--- src/rtl/fft_input_buffer_if.sv ---
`timescale 1ns/1ps
// Sample/request bus of fft_input_buffer: capture stream in, one-word-per-request read path out.
// The master side drives samples and read requests. The slave side is the buffer.
interface fft_input_buffer_if #(
    parameter int Q_IN   = 15,
    parameter int Q_OUT  = 15,
    parameter int ADDR_W = 3
);
    // Handshake (no ready anywhere):
    // - sample_valid is a one-cycle write strobe. It is dropped, with overflow set, while both banks are full.
    // - valid_request is honoured only while valid_packet is high.
    // - Each honoured request is answered by a one-cycle valid_out on the following cycle.
    logic                  sample_valid;
    logic signed [Q_IN:0]  sample_in;
    logic                  valid_request;
    logic                  valid_packet;
    logic                  valid_out;
    logic signed [Q_OUT:0] data_out_real;
    logic [ADDR_W-1:0]     addr_out;
    logic                  overflow;

    modport master (
        output sample_valid, sample_in, valid_request,
        input  valid_packet, valid_out, data_out_real, addr_out, overflow
    );

    modport slave (
        input  sample_valid, sample_in, valid_request,
        output valid_packet, valid_out, data_out_real, addr_out, overflow
    );
endinterface

--- src/rtl/fft_input_buffer.sv ---
`timescale 1ns/1ps
// Ping-pong input buffer for fft_stage_1: captures N-sample packets into two banks and returns them on request.
// Define FFT_INBUF_BITREV_EN to read in bit-reversed order; otherwise the read order is natural.
module fft_input_buffer #(
    parameter int Q_IN   = 15,
    parameter int Q_OUT  = 15,
    parameter int N      = 8,
    parameter int ADDR_W = 3
) (
    input  logic              clk,
    input  logic              reset,
    fft_input_buffer_if.slave bus
);
    localparam logic [ADDR_W-1:0] LAST_IDX = ADDR_W'(N - 1);

    // Bank b occupies words [b*N, b*N+N-1].
    logic signed [Q_IN:0] mem [0:2*N-1];

    logic [1:0]            full_q, full_d;
    logic                  wbank_q, wbank_d;
    logic                  rbank_q, rbank_d;
    logic [ADDR_W-1:0]     widx_q, widx_d;
    logic [ADDR_W-1:0]     ridx_q, ridx_d;
    logic [ADDR_W-1:0]     raddr;

    logic                  wr_en, wr_last, drop;
    logic                  rd_en, rd_last;
    logic                  valid_packet_d;

    logic                  valid_packet_q;
    logic                  valid_out_q;
    logic signed [Q_OUT:0] data_q;
    logic [ADDR_W-1:0]     addr_q;
    logic                  overflow_q;

    logic signed [Q_IN:0]  rd_word;
    logic signed [Q_OUT:0] rd_conv;

`ifdef FFT_INBUF_BITREV_EN
    always_comb begin
        raddr = '0;
        for (int i = 0; i < ADDR_W; i++) begin
            raddr[i] = ridx_q[ADDR_W-1-i];
        end
    end
`else
    assign raddr = ridx_q;
`endif

    assign rd_word = mem[{rbank_q, raddr}];

    // Narrowing keeps the MSBs: an arithmetic shift right without rounding.
    if (Q_OUT > Q_IN) begin : g_sign_extend
        assign rd_conv = {{(Q_OUT - Q_IN){rd_word[Q_IN]}}, rd_word};
    end else if (Q_OUT < Q_IN) begin : g_truncate
        assign rd_conv = rd_word[Q_IN -: Q_OUT + 1];
    end else begin : g_pass
        assign rd_conv = rd_word;
    end

    always_comb begin
        full_d  = full_q;
        wbank_d = wbank_q;
        widx_d  = widx_q;
        rbank_d = rbank_q;
        ridx_d  = ridx_q;

        wr_en   = bus.sample_valid && !full_q[wbank_q];
        drop    = bus.sample_valid &&  full_q[wbank_q];
        wr_last = wr_en && (widx_q == LAST_IDX);
        rd_en   = bus.valid_request && valid_packet_q;
        rd_last = rd_en && (ridx_q == LAST_IDX);

        if (wr_en) begin
            widx_d = widx_q + ADDR_W'(1);
        end
        if (wr_last) begin
            full_d[wbank_q] = 1'b1;
            wbank_d         = ~wbank_q;
        end
        if (rd_en) begin
            ridx_d = ridx_q + ADDR_W'(1);
        end
        // A read only happens from a full bank and a write only into an empty one.
        // Therefore set and clear never hit the same flag.
        if (rd_last) begin
            full_d[rbank_q] = 1'b0;
            rbank_d         = ~rbank_q;
        end

        valid_packet_d = full_d[rbank_d];
    end

    always_ff @(posedge clk) begin
        if (reset) begin
            full_q         <= '0;
            wbank_q        <= 1'b0;
            widx_q         <= '0;
            rbank_q        <= 1'b0;
            ridx_q         <= '0;
            valid_packet_q <= 1'b0;
            valid_out_q    <= 1'b0;
            data_q         <= '0;
            addr_q         <= '0;
            overflow_q     <= 1'b0;
        end else begin
            full_q         <= full_d;
            wbank_q        <= wbank_d;
            widx_q         <= widx_d;
            rbank_q        <= rbank_d;
            ridx_q         <= ridx_d;
            valid_packet_q <= valid_packet_d;
            valid_out_q    <= rd_en;
            if (rd_en) begin
                data_q <= rd_conv;
                addr_q <= raddr;
            end
            if (drop) begin
                overflow_q <= 1'b1;
            end
        end
    end

    // Storage is deliberately not reset.
    always_ff @(posedge clk) begin
        if (!reset && wr_en) begin
            mem[{wbank_q, widx_q}] <= bus.sample_in;
        end
    end

    assign bus.valid_packet  = valid_packet_q;
    assign bus.valid_out     = valid_out_q;
    assign bus.data_out_real = data_q;
    assign bus.addr_out      = addr_q;
    assign bus.overflow      = overflow_q;
endmodule

--- src/flat_wrapper.sv ---
// flat-port wrapper written by rule: the top's interface ports become plain ports
module fft_input_buffer_flat 
#(
    parameter int Q_IN   = 15,
    parameter int Q_OUT  = 15,
    parameter int N      = 8,
    parameter int ADDR_W = 3
)
  (clk, reset, bus_sample_valid, bus_sample_in, bus_valid_request, bus_valid_packet, bus_valid_out, bus_data_out_real, bus_addr_out, bus_overflow);
  fft_input_buffer_if #(.Q_IN(Q_IN), .Q_OUT(Q_OUT), .ADDR_W(ADDR_W)) bus_i ();
  input  logic clk;
  input  logic reset;
  input wire logic [$bits(bus_i.sample_valid)-1:0] bus_sample_valid;
  input wire logic [$bits(bus_i.sample_in)-1:0] bus_sample_in;
  input wire logic [$bits(bus_i.valid_request)-1:0] bus_valid_request;
  output wire logic [$bits(bus_i.valid_packet)-1:0] bus_valid_packet;
  output wire logic [$bits(bus_i.valid_out)-1:0] bus_valid_out;
  output wire logic [$bits(bus_i.data_out_real)-1:0] bus_data_out_real;
  output wire logic [$bits(bus_i.addr_out)-1:0] bus_addr_out;
  output wire logic [$bits(bus_i.overflow)-1:0] bus_overflow;
  assign bus_i.sample_valid = bus_sample_valid;
  assign bus_i.sample_in = bus_sample_in;
  assign bus_i.valid_request = bus_valid_request;
  assign bus_valid_packet = bus_i.valid_packet;
  assign bus_valid_out = bus_i.valid_out;
  assign bus_data_out_real = bus_i.data_out_real;
  assign bus_addr_out = bus_i.addr_out;
  assign bus_overflow = bus_i.overflow;
  fft_input_buffer #(.Q_IN(Q_IN), .Q_OUT(Q_OUT), .N(N), .ADDR_W(ADDR_W)) u_core (.clk(clk), .reset(reset), .bus(bus_i));
endmodule
--- config.mk ---
export PLATFORM = sky130hd
export DESIGN_NAME = fft_input_buffer_flat
export DESIGN_NICKNAME = d
export VERILOG_FILES = /design/src/rtl/fft_input_buffer_if.sv /design/src/rtl/fft_input_buffer.sv /design/src/flat_wrapper.sv
export SDC_FILE = /design/constraint.sdc
export NUM_CORES = 1
export LEC_CHECK = 0
export BUFFER_PORTS_ARGS = -buffer_cell sky130_fd_sc_hd__buf_2
export CORE_ASPECT_RATIO = 0.5
export CORE_MARGIN = 2
export CORE_UTILIZATION = 47
export CTS_BUF_LIST = sky130_fd_sc_hd__clkbuf_8 sky130_fd_sc_hd__clkbuf_16
export CTS_CLUSTER_SIZE = 16
export DETAILED_ROUTE_END_ITERATION = 10
export PLACE_DENSITY = 0.66
export SETUP_SLACK_MARGIN = 0.1
export SYNTH_ARGS = -nofsm -noshare
export SYNTH_HDL_FRONTEND = slang
export SYNTH_SLANG_ARGS = --single-unit
--- constraint.sdc ---
create_clock -name clk -period 2.8 [get_ports clk]
set_input_delay 0.42 -clock clk [delete_from_list [all_inputs] [get_ports clk]]
set_output_delay 0.42 -clock clk [all_outputs]
set_load 0.01 [all_outputs]
After elaboration in Yosys (flattened, before gate mapping)
Memory sizes are Yosys's and may differ from the RTL's. A register that Yosys moved wholly into a read port is not among the register bits.
Cells that the tools add are included.
- $add $sub $neg: 2
- order comparisons: 5
- eq/ne operators: 2
- muxes and demuxes: 13
- bitwise logic cells: 5
- reductions and logical operators: 10
- operators with widths (kind ; count):
    $mux W1 ; 9
    $logic_and A1 B1 Y1 ; 8
    $add A3 B1 Y3 const B ; 2
    $eq A3 B3 Y1 const B ; 2
    $lt A1 B2 Y1 const B ; 3
    $mux W2 ; 2
    $and A2 B2 Y2 ; 1
    $demux W1 S1 ; 2
    $ge A1 B1 Y1 const B ; 2
    $logic_not A1 Y1 ; 2
    $not A1 Y1 ; 2
    $not A2 Y2 ; 1
    $or A2 B2 Y2 ; 1
- register bits: 16
- memory bits (writable): 256
- bits of input ports: 20
- output and inout port bits: 22
- logic and storage cells: 47
- memories: 1
- memory list (name ; words ; width ; read ports ; clocked after memory_dff ; wr ports ; line ; text):
    u_core.mem ; 16 ; 16 ; 1 ; 1 ; 1 ; fft_input_buffer.sv:17 ; logic signed [Q_IN:0] mem [0:2*N-1];

Logic depth before layout (Yosys ltp)
Gate-level depths: netlist of the first run.
- word-level depth: 10
- gate-level depth with buffers: 7
- depth with buffers taken out: 6

Worst setup path after synthesis of the first run
No wires, ideal clock.
- path kind: reg-to-reg
- start: register u_core.wbank_q
- end: memory u_core.mem[0][0] (netlist name) (enable)
- setup time: 409 ps
- arrival time: 2586 ps
- data required time: 2391 ps
- slack: -195 ps
- stages on the path, launching flop included: 6
- path buffers: 1
- clock period less this slack: 2995 ps
- cells stage by stage: dfxtp_1 > clkbuf_1 > mux2_2 > nor3b_1 > nand2_1 > nor3_1
- cells in the longest elaborated chain, start to end: 7
- RTL lines (element ; line ; text):
    from (decl) ; fft_input_buffer.sv:20 ; logic wbank_q, wbank_d;
    from (signal assigned) ; fft_input_buffer.sv:108 ; wbank_q <= wbank_d;
    $mux W1 (not written as such) (2 in series) ; fft_input_buffer.sv:68 ; wr_en = bus.sample_valid && !full_q[wbank_q];
    $logic_not A1 Y1 ; fft_input_buffer.sv:68 ;
    $logic_and A1 B1 Y1 ; fft_input_buffer.sv:68 ;
    $logic_and A1 B1 Y1 ; fft_input_buffer.sv:126 ; if (!reset && wr_en) begin
    $mux W1 ; fft_input_buffer.sv:126 ;
    $mux W1 (not written as such) ; fft_input_buffer.sv:127 ; mem[{wbank_q, widx_q}] <= bus.sample_in;
    to (decl) ; fft_input_buffer.sv:17 ;
Several ways; a longest one is shown, not always the timed one. The select of a mux whose other input is x is not followed.

Final worst setup path of the first run
- start: register u_core.wbank_q
- end: memory u_core.mem[1][5] (netlist name) (enable)
Same word-level chain as after synthesis.

==> results of run 1 <==
-- worst paths after layout --
kind                                       startpoint                                  end  depth (start not counted)
setup / recovery          u_core.wbank_q$_SDFFE_PP0N_           u_core.mem[1][5]$_DFFE_PP_                          5
hold / removal                       bus_sample_valid        u_core.widx_q[2]$_SDFFE_PP0N_                          3
setup reg to reg          u_core.wbank_q$_SDFFE_PP0N_           u_core.mem[1][5]$_DFFE_PP_                          5
hold reg to reg   u_core.bus.addr_out[0]$_SDFFE_PP0P_  u_core.bus.addr_out[0]$_SDFFE_PP0P_                          2
-- through the flow --
step	worst slack [ns]	cell area (µm²)	power [mW]	std cells
after global placement	0.570	11800	4.96	880
after floorplan	-0.195	11100	4.85	536
after detailed placement	0.524	11800	4.97	880
after CTS	0.498	12700	8.61	926
after global routing	0.319	12700	8.78	926
final	0.513	12700	8.55	926
-- power groups by stage --
stage | Clock [mW] | Sequential [mW] | Combinational (mW)
floorplan | 0 | 4.80 | 0.0533
global placement | 0 | 4.80 | 0.163
detailed placement | 0 | 4.80 | 0.167
CTS | 3.73 | 4.71 | 0.168
global route | 3.89 | 4.71 | 0.181
finish | 3.68 | 4.71 | 0.166
-- worst max-delay path, stage by stage, from the launching register on --
cell and delay [ns]:
dfxtp_1 0.35, mux2_2 0.35, nor3b_1 0.50, nand2_1 0.29
nor3_2 0.18, buf_4 0.29
-- registers in the layout, summed over array words and instances (netlist names) --
register / flops
u_core.widx_q: 3
u_core.bus.addr_out: 3
u_core.bus.overflow: 1
u_core.bus.valid_out: 1
u_core.rbank_q: 1
u_core.bus.valid_packet: 1
u_core.bus.data_out_real: 16
u_core.raddr: 3
u_core.full_q: 2
u_core.mem: 256
u_core.wbank_q: 1
-- metal layers --
metal / wire (µm) / part of all wire (%)
met5: 0 / 0
met2: 10100 / 44
met4: 449 / 2.0
met1: 10900 / 48
met3: 1500 / 6.5
-- layout by cell type (no fill, tap or decap), types with 2 or more instances in the layout --
cell type | netlist | layout
a21oi_1 | 8 | 8
a22oi_1 | 16 | 16
a31oi_1 | 2 | 2
buf_12 | 1 | 5
buf_2 | 8 | 41
buf_4 | 3 | 21
bufinv_16 | 0 | 6
clkbuf_16 | 0 | 25
clkinv_1 | 0 | 4
clkinv_2 | 0 | 5
dfxtp_1 | 32 | 29
dfxtp_2 | 0 | 2
edfxtp_1 | 256 | 256
ha_1 | 7 | 7
inv_1 | 3 | 8
mux2_2 | 18 | 18
mux2i_1 | 20 | 20
mux4_1 | 24 | 24
mux4_2 | 38 | 38
nand2_1 | 21 | 21
nand3_1 | 4 | 4
nor2_1 | 22 | 10
nor2_2 | 0 | 12
nor2b_1 | 2 | 2
nor3_2 | 0 | 4
o21ai_1 | 15 | 15
xnor2_1 | 3 | 3
-- area by class of cell --
type,instances,area (µm²),area share (%)
Tap cell,307,384,3.03
Inverter,3,11.3,0.0889
Multi-Input combinational cell,215,2600,20.5
Clock buffer,25,626,4.94
Sequential cell,288,8330,65.8
Timing Repair Buffer,67,463,3.66
Clock inverter,21,248,1.96
-- logic make-up (layout without fill, tap and decap cells) --
family / after synthesis / count (layout) / synth area share [%]
adder cells (fa/ha/maj): 7 / 7 / 0.791
multiplexers: 100 / 100 / 17.1
AO/OA/AOI/OAI: 45 / 45 / 2.52
AND/OR/NAND/NOR: 59 / 59 / 2.33
flip-flops: 288 / 288 / 75.2
buffers and inverters: 33 / 116 / 1.80
XOR/XNOR: 4 / 4 / 0.316
==> run metrics, run 1 <==
clk_lat worst skew 0.53 ns; Gate Count Post-Synth 536; final period utilization 81.7%; largest net degree at the start of global routing 43; Max Clk Rate 0.437 GHz; mean number of vias per cell 5.76; Setup TNS 0 ns; clk slew on worst S/H paths 0.07 ns; Post-Syn Nets 563; final WL 23000 µm; register area share after synthesis 75.2%; endpoints failing setup 0; Sequential Power Share 55.1%; arrival time worst endpoint 2.50 ns; total core area 0.0230 mm²; power density cells 675 mW/mm²; Yosys top cell by area edfxtp_1; Die Area 0.0249 mm²; starting density of the core 48.2%; M1 GR Usage 29.0%; Logic pwr share 1.9%; Total GRT Usage 18.8%; via count 5331; Setup CP Type reg -> reg; FILL cells 1726; outcome complete, no violations; grt met3 use 3.59%; CTS root buf clkbuf_16; Final HPWL DP 14800 µm; CTS tree done; count of different cell masters after synthesis 35; max cap viols 0; vias in the first global route 5324; crit start category flop; FP Rows 39; Routed Antenna Nets 0; reg2reg setup slack 0.51 ns; YS warnings 0; IO Port Bufs 41; TritonCTS Buffers 25; CP Capture Type flop; grt met2 use 28.0%; minimum clock period after layout 2.29 ns; relative slew slack 46.5%; clk sinks 288; Synth area leaders edfxtp_1, mux4_2, dfxtp_1; DRC Markers 0; Net Sw Frac 19.1%; Clock Power Share 43.0%; DIE WIDTH 221 µm; grt ovf 0; Synth Register Bits 288; top cells by count, synth edfxtp_1, mux4_2, dfxtp_1; # nets final 627; first-pass GRT wire length 34400 µm; worst IR drop on VDD 0.358 mV; Netlist Area Pre-Place 0.0111 mm²; hold_buf cts 0; final hold viol count 0; Slew Limit Fails 0; H-tree level count 1; clock buffer depth 3; syn avg cell area 20.7 µm²; antenna diode count 0; Hold Path Class in -> reg; share of post-route cells with drive strength above 1 29.1%; Net Sw Power 1.63 mW; count leader, synth edfxtp_1; DR pass1 iterations 5; clock skew 0.00932 ns; DRT iter0 DRCs 598; GR peak layer met1; Leak Pwr 4.06 nW; initial antenna violation count 0; Die Y 113 µm; CP required 3.01 ns; cts repair resizes 0; post-synth top area share 69.4%; setup bufs post-CTS 0; Util after Layout 55.1%; critical path peak fanout 16; # IOs 42; Slew @ Worst Pin 0.803 ns; Pint 6.92 mW; Post-synth EDFFs 256; Wirelength per Cell 24.8 µm; GP Congestion 0.789; Top FF cell, synth edfxtp_1; RSZ-0062 raised after global routing no; Final Hold Slack 0.233 ns; Synth-to-Final Area Change 14.3%; asr flop ratio synth 0%
Note: power is estimated with default switching activity, not from simulation.
==> run 2, diff against run 1 <==
--- a/config.mk
+++ b/config.mk
@@ -5,6 +5,7 @@
 export SDC_FILE = /design/constraint.sdc
 export NUM_CORES = 1
 export LEC_CHECK = 0
+export ABC_AREA = 1
 export BUFFER_PORTS_ARGS = -buffer_cell sky130_fd_sc_hd__buf_2
 export CORE_ASPECT_RATIO = 0.5
 export CORE_MARGIN = 2
@@ -12,7 +13,6 @@
 export CTS_BUF_LIST = sky130_fd_sc_hd__clkbuf_8 sky130_fd_sc_hd__clkbuf_16
 export CTS_CLUSTER_SIZE = 16
 export DETAILED_ROUTE_END_ITERATION = 10
-export PLACE_DENSITY = 0.66
 export SETUP_SLACK_MARGIN = 0.1
 export SYNTH_ARGS = -nofsm -noshare
 export SYNTH_HDL_FRONTEND = slang
==> constraint.sdc (replaced) <==
create_clock -name clk -period 2.27 [get_ports clk]
set_input_delay 0.3405 -clock clk [delete_from_list [all_inputs] [get_ports clk]]
set_output_delay 0.3405 -clock clk [all_outputs]
set_load 0.01 [all_outputs]
==> run 2 against run 1 <==
Net effect:
- wire length grew 21%
- critical path depth is 4 higher
- first-iteration DRC count is 29% higher
- non-clock buffer count grew 14
- sequential power rose by 24%
- final cell count is 55% higher
- worst setup slack worse by 0.24 ns
- fmax grew 15%
- clock skew rose by 0.012 ns
- power is 22% higher
- largest power group unchanged
==> run metrics, run 2 <==
outcome complete, no violations; Setup CP Type reg -> reg; register area share after synthesis 72.0%; TritonCTS Buffers 26; WHS Path Cells 3; Total Power 10.4 mW; placed cells 1387; first-pass GRT wire length 42400 µm; critical path peak fanout 13; DR pass1 iterations 5; Yosys top cell by area edfxtp_1; syn avg cell area 11.2 µm²; starting density of the core 48.0%; CP Capture Type flop; cts repair resizes 0; Hold Path Class in -> reg; commonest cells after routing, fill and taps aside nand2_1, edfxtp_1, nand3_1; initial antenna violation count 1; share of post-route cells with drive strength above 1 13.5%; Synth area leaders edfxtp_1, nand2_1, nand3_1; reg2reg setup slack 0.27 ns; final WL 27900 µm; worst IR drop on VDD 0.511 mV; clk_lat worst skew 0.55 ns; Worst R2R Start u_core.wbank_q$_SDFFE_PP0N_; clk sinks 288; setup bufs post-CTS 0; H-tree level count 1; Critical Path Most Common Cell nor2_2; Slew Limit Fails 0; IO Port Bufs 41; total core area 0.0241 mm²; # IOs 42; Worst R2R Path Depth 9; crit path cell chain inv_2 > nor2_2 > nor2_1 > nor2_2 > inv_2 > nor2_4 > nand2_4 > nor2_2 > buf_12; Worst path depth 9; mean number of vias per cell 5.28; final hold viol count 0; arrival time worst endpoint 2.24 ns; Total GRT Usage 22.1%; # nets final 1106; Top FF cell, synth edfxtp_1; max FFs per register 256; endpoints failing setup 0; Worst Setup SP u_core.wbank_q$_SDFFE_PP0N_; Synth-to-Final Area Change 14.2%; Layout Cells excl Fill 1434; FP Rows 40; max cap viols 0; crit start category flop; via count 7571; DRT iter0 DRCs 774; Slowest-stage cell, CP dfxtp_1; count of different cell masters after synthesis 20; CP top delay family simple AND/OR/NAND/NOR gates; final period utilization 87.9%; clock buffer depth 3; Wirelength per Cell 19.5 µm; vias in the first global route 7202; clock skew 0.0215 ns; post-synth top area share 66.5%; Gate Count Post-Synth 1029; largest net degree at the start of global routing 131; Setup TNS 0 ns; Bufs and invs on worst path 3; minimum clock period after layout 2.00 ns; Leak Pwr 5.01 nW; RSZ-0062 raised after global routing no; Slew @ Worst Pin 0.655 ns; Max Clk Rate 0.501 GHz; Die Area 0.0260 mm²; antenna diode count 0; Post-Syn Nets 1056; YS warnings 0; asr flop ratio synth 0%; DRC Markers 0; relative slew slack 56.0%; Post-synth EDFFs 256; Die Y 115 µm; DIE WIDTH 226 µm; power density cells 789 mW/mm²; clk slew on worst S/H paths 0.06 ns; Netlist Area Pre-Place 0.0116 mm²; Synth Register Bits 288; Slowest Stage Delay on Critical Path 0.43 ns; CTS tree done; top cells by count, synth nand2_1, edfxtp_1, nand3_1; CP required 2.52 ns; commonest non-fill, non-tap cell in the layout nand2_1; CTS root buf clkbuf_16; GP Congestion 0.855; Final HPWL DP 17400 µm; Hold Startpoint bus_sample_valid; register with the most flip-flops u_core.mem; count leader, synth nand2_1; Final Hold Slack 0.0993 ns; hold_buf cts 0; grt ovf 0; Routed Antenna Nets 0
==> run 2: cell families (layout without fill, tap and decap cells) <==
kind of cell / count (synthesis) / count (layout) / share of synthesized area [%]
AND/OR/NAND/NOR: 621 / 621 / 22.8
flip-flops: 288 / 288 / 72.0
buffers and inverters: 90 / 159 / 3.42
adder cells (fa/ha/maj): 7 / 7 / 0.757
AO/OA/AOI/OAI: 23 / 23 / 1.02
==> run 2: worst reg2reg max path: stages (launching register included) <==
cell and delay [ns]:
dfxtp_1 0.43, inv_2 0.10, nor2_2 0.09, nor2_1 0.06, nor2_2 0.15, inv_2 0.09, nor2_4 0.23, nand2_4 0.12
nor2_2 0.25, buf_12 0.19
==> run 2: path summary, 6_finish.rpt <==
check                                        end
max                  u_core.mem[10][7]$_DFFE_PP_
min             u_core.bus.overflow$_SDFFE_PP0P_
max reg2reg          u_core.mem[10][7]$_DFFE_PP_
min reg2reg  u_core.bus.addr_out[0]$_SDFFE_PP0P_
==> run 2: area by class of cell <==
| class | instances | area [µm²] |
|---|---|---|
| inverters | 31 | 118 |
| flip-flops and latches | 288 | 8330 |
| multi-input cells | 651 | 2880 |
| fillers | 2031 | 10900 |
| clock inverters | 17 | 140 |
| repair buffers | 81 | 606 |
| well taps | 336 | 420 |
| clock buffers | 30 | 706 |
==> run 2: through the flow <==
stage / util, % / worst slack [ns] / cell area (µm²)
after CTS: 54.8 / 0.278 / 13200
after global placement: 51.3 / 0.371 / 12400
after detailed placement: 51.3 / 0.290 / 12400
final: 54.8 / 0.274 / 13200
after floorplan: - / 0.112 / 11600
after global routing: 54.8 / 0.131 / 13200
==> run 2: metal layers <==
metal | up-vias | GRT usage (%) | routed length, µm
li1 | 3629 | - | -
met1 | 3638 | 32.5 | 13100
met2 | 254 | 33.9 | 12200
met3 | 48 | 4.47 | 1990
met4 | 2 | 5.43 | 639
met5 | - | 0 | 13
==> run 2: power breakdown <==
part           total [mW]  internal (mW)  switching, mW
Sequential           5.82           5.81         0.0143
Clock                4.32           2.44           1.87
Combinational       0.276         0.0642          0.212
Total                10.4           8.31           2.10
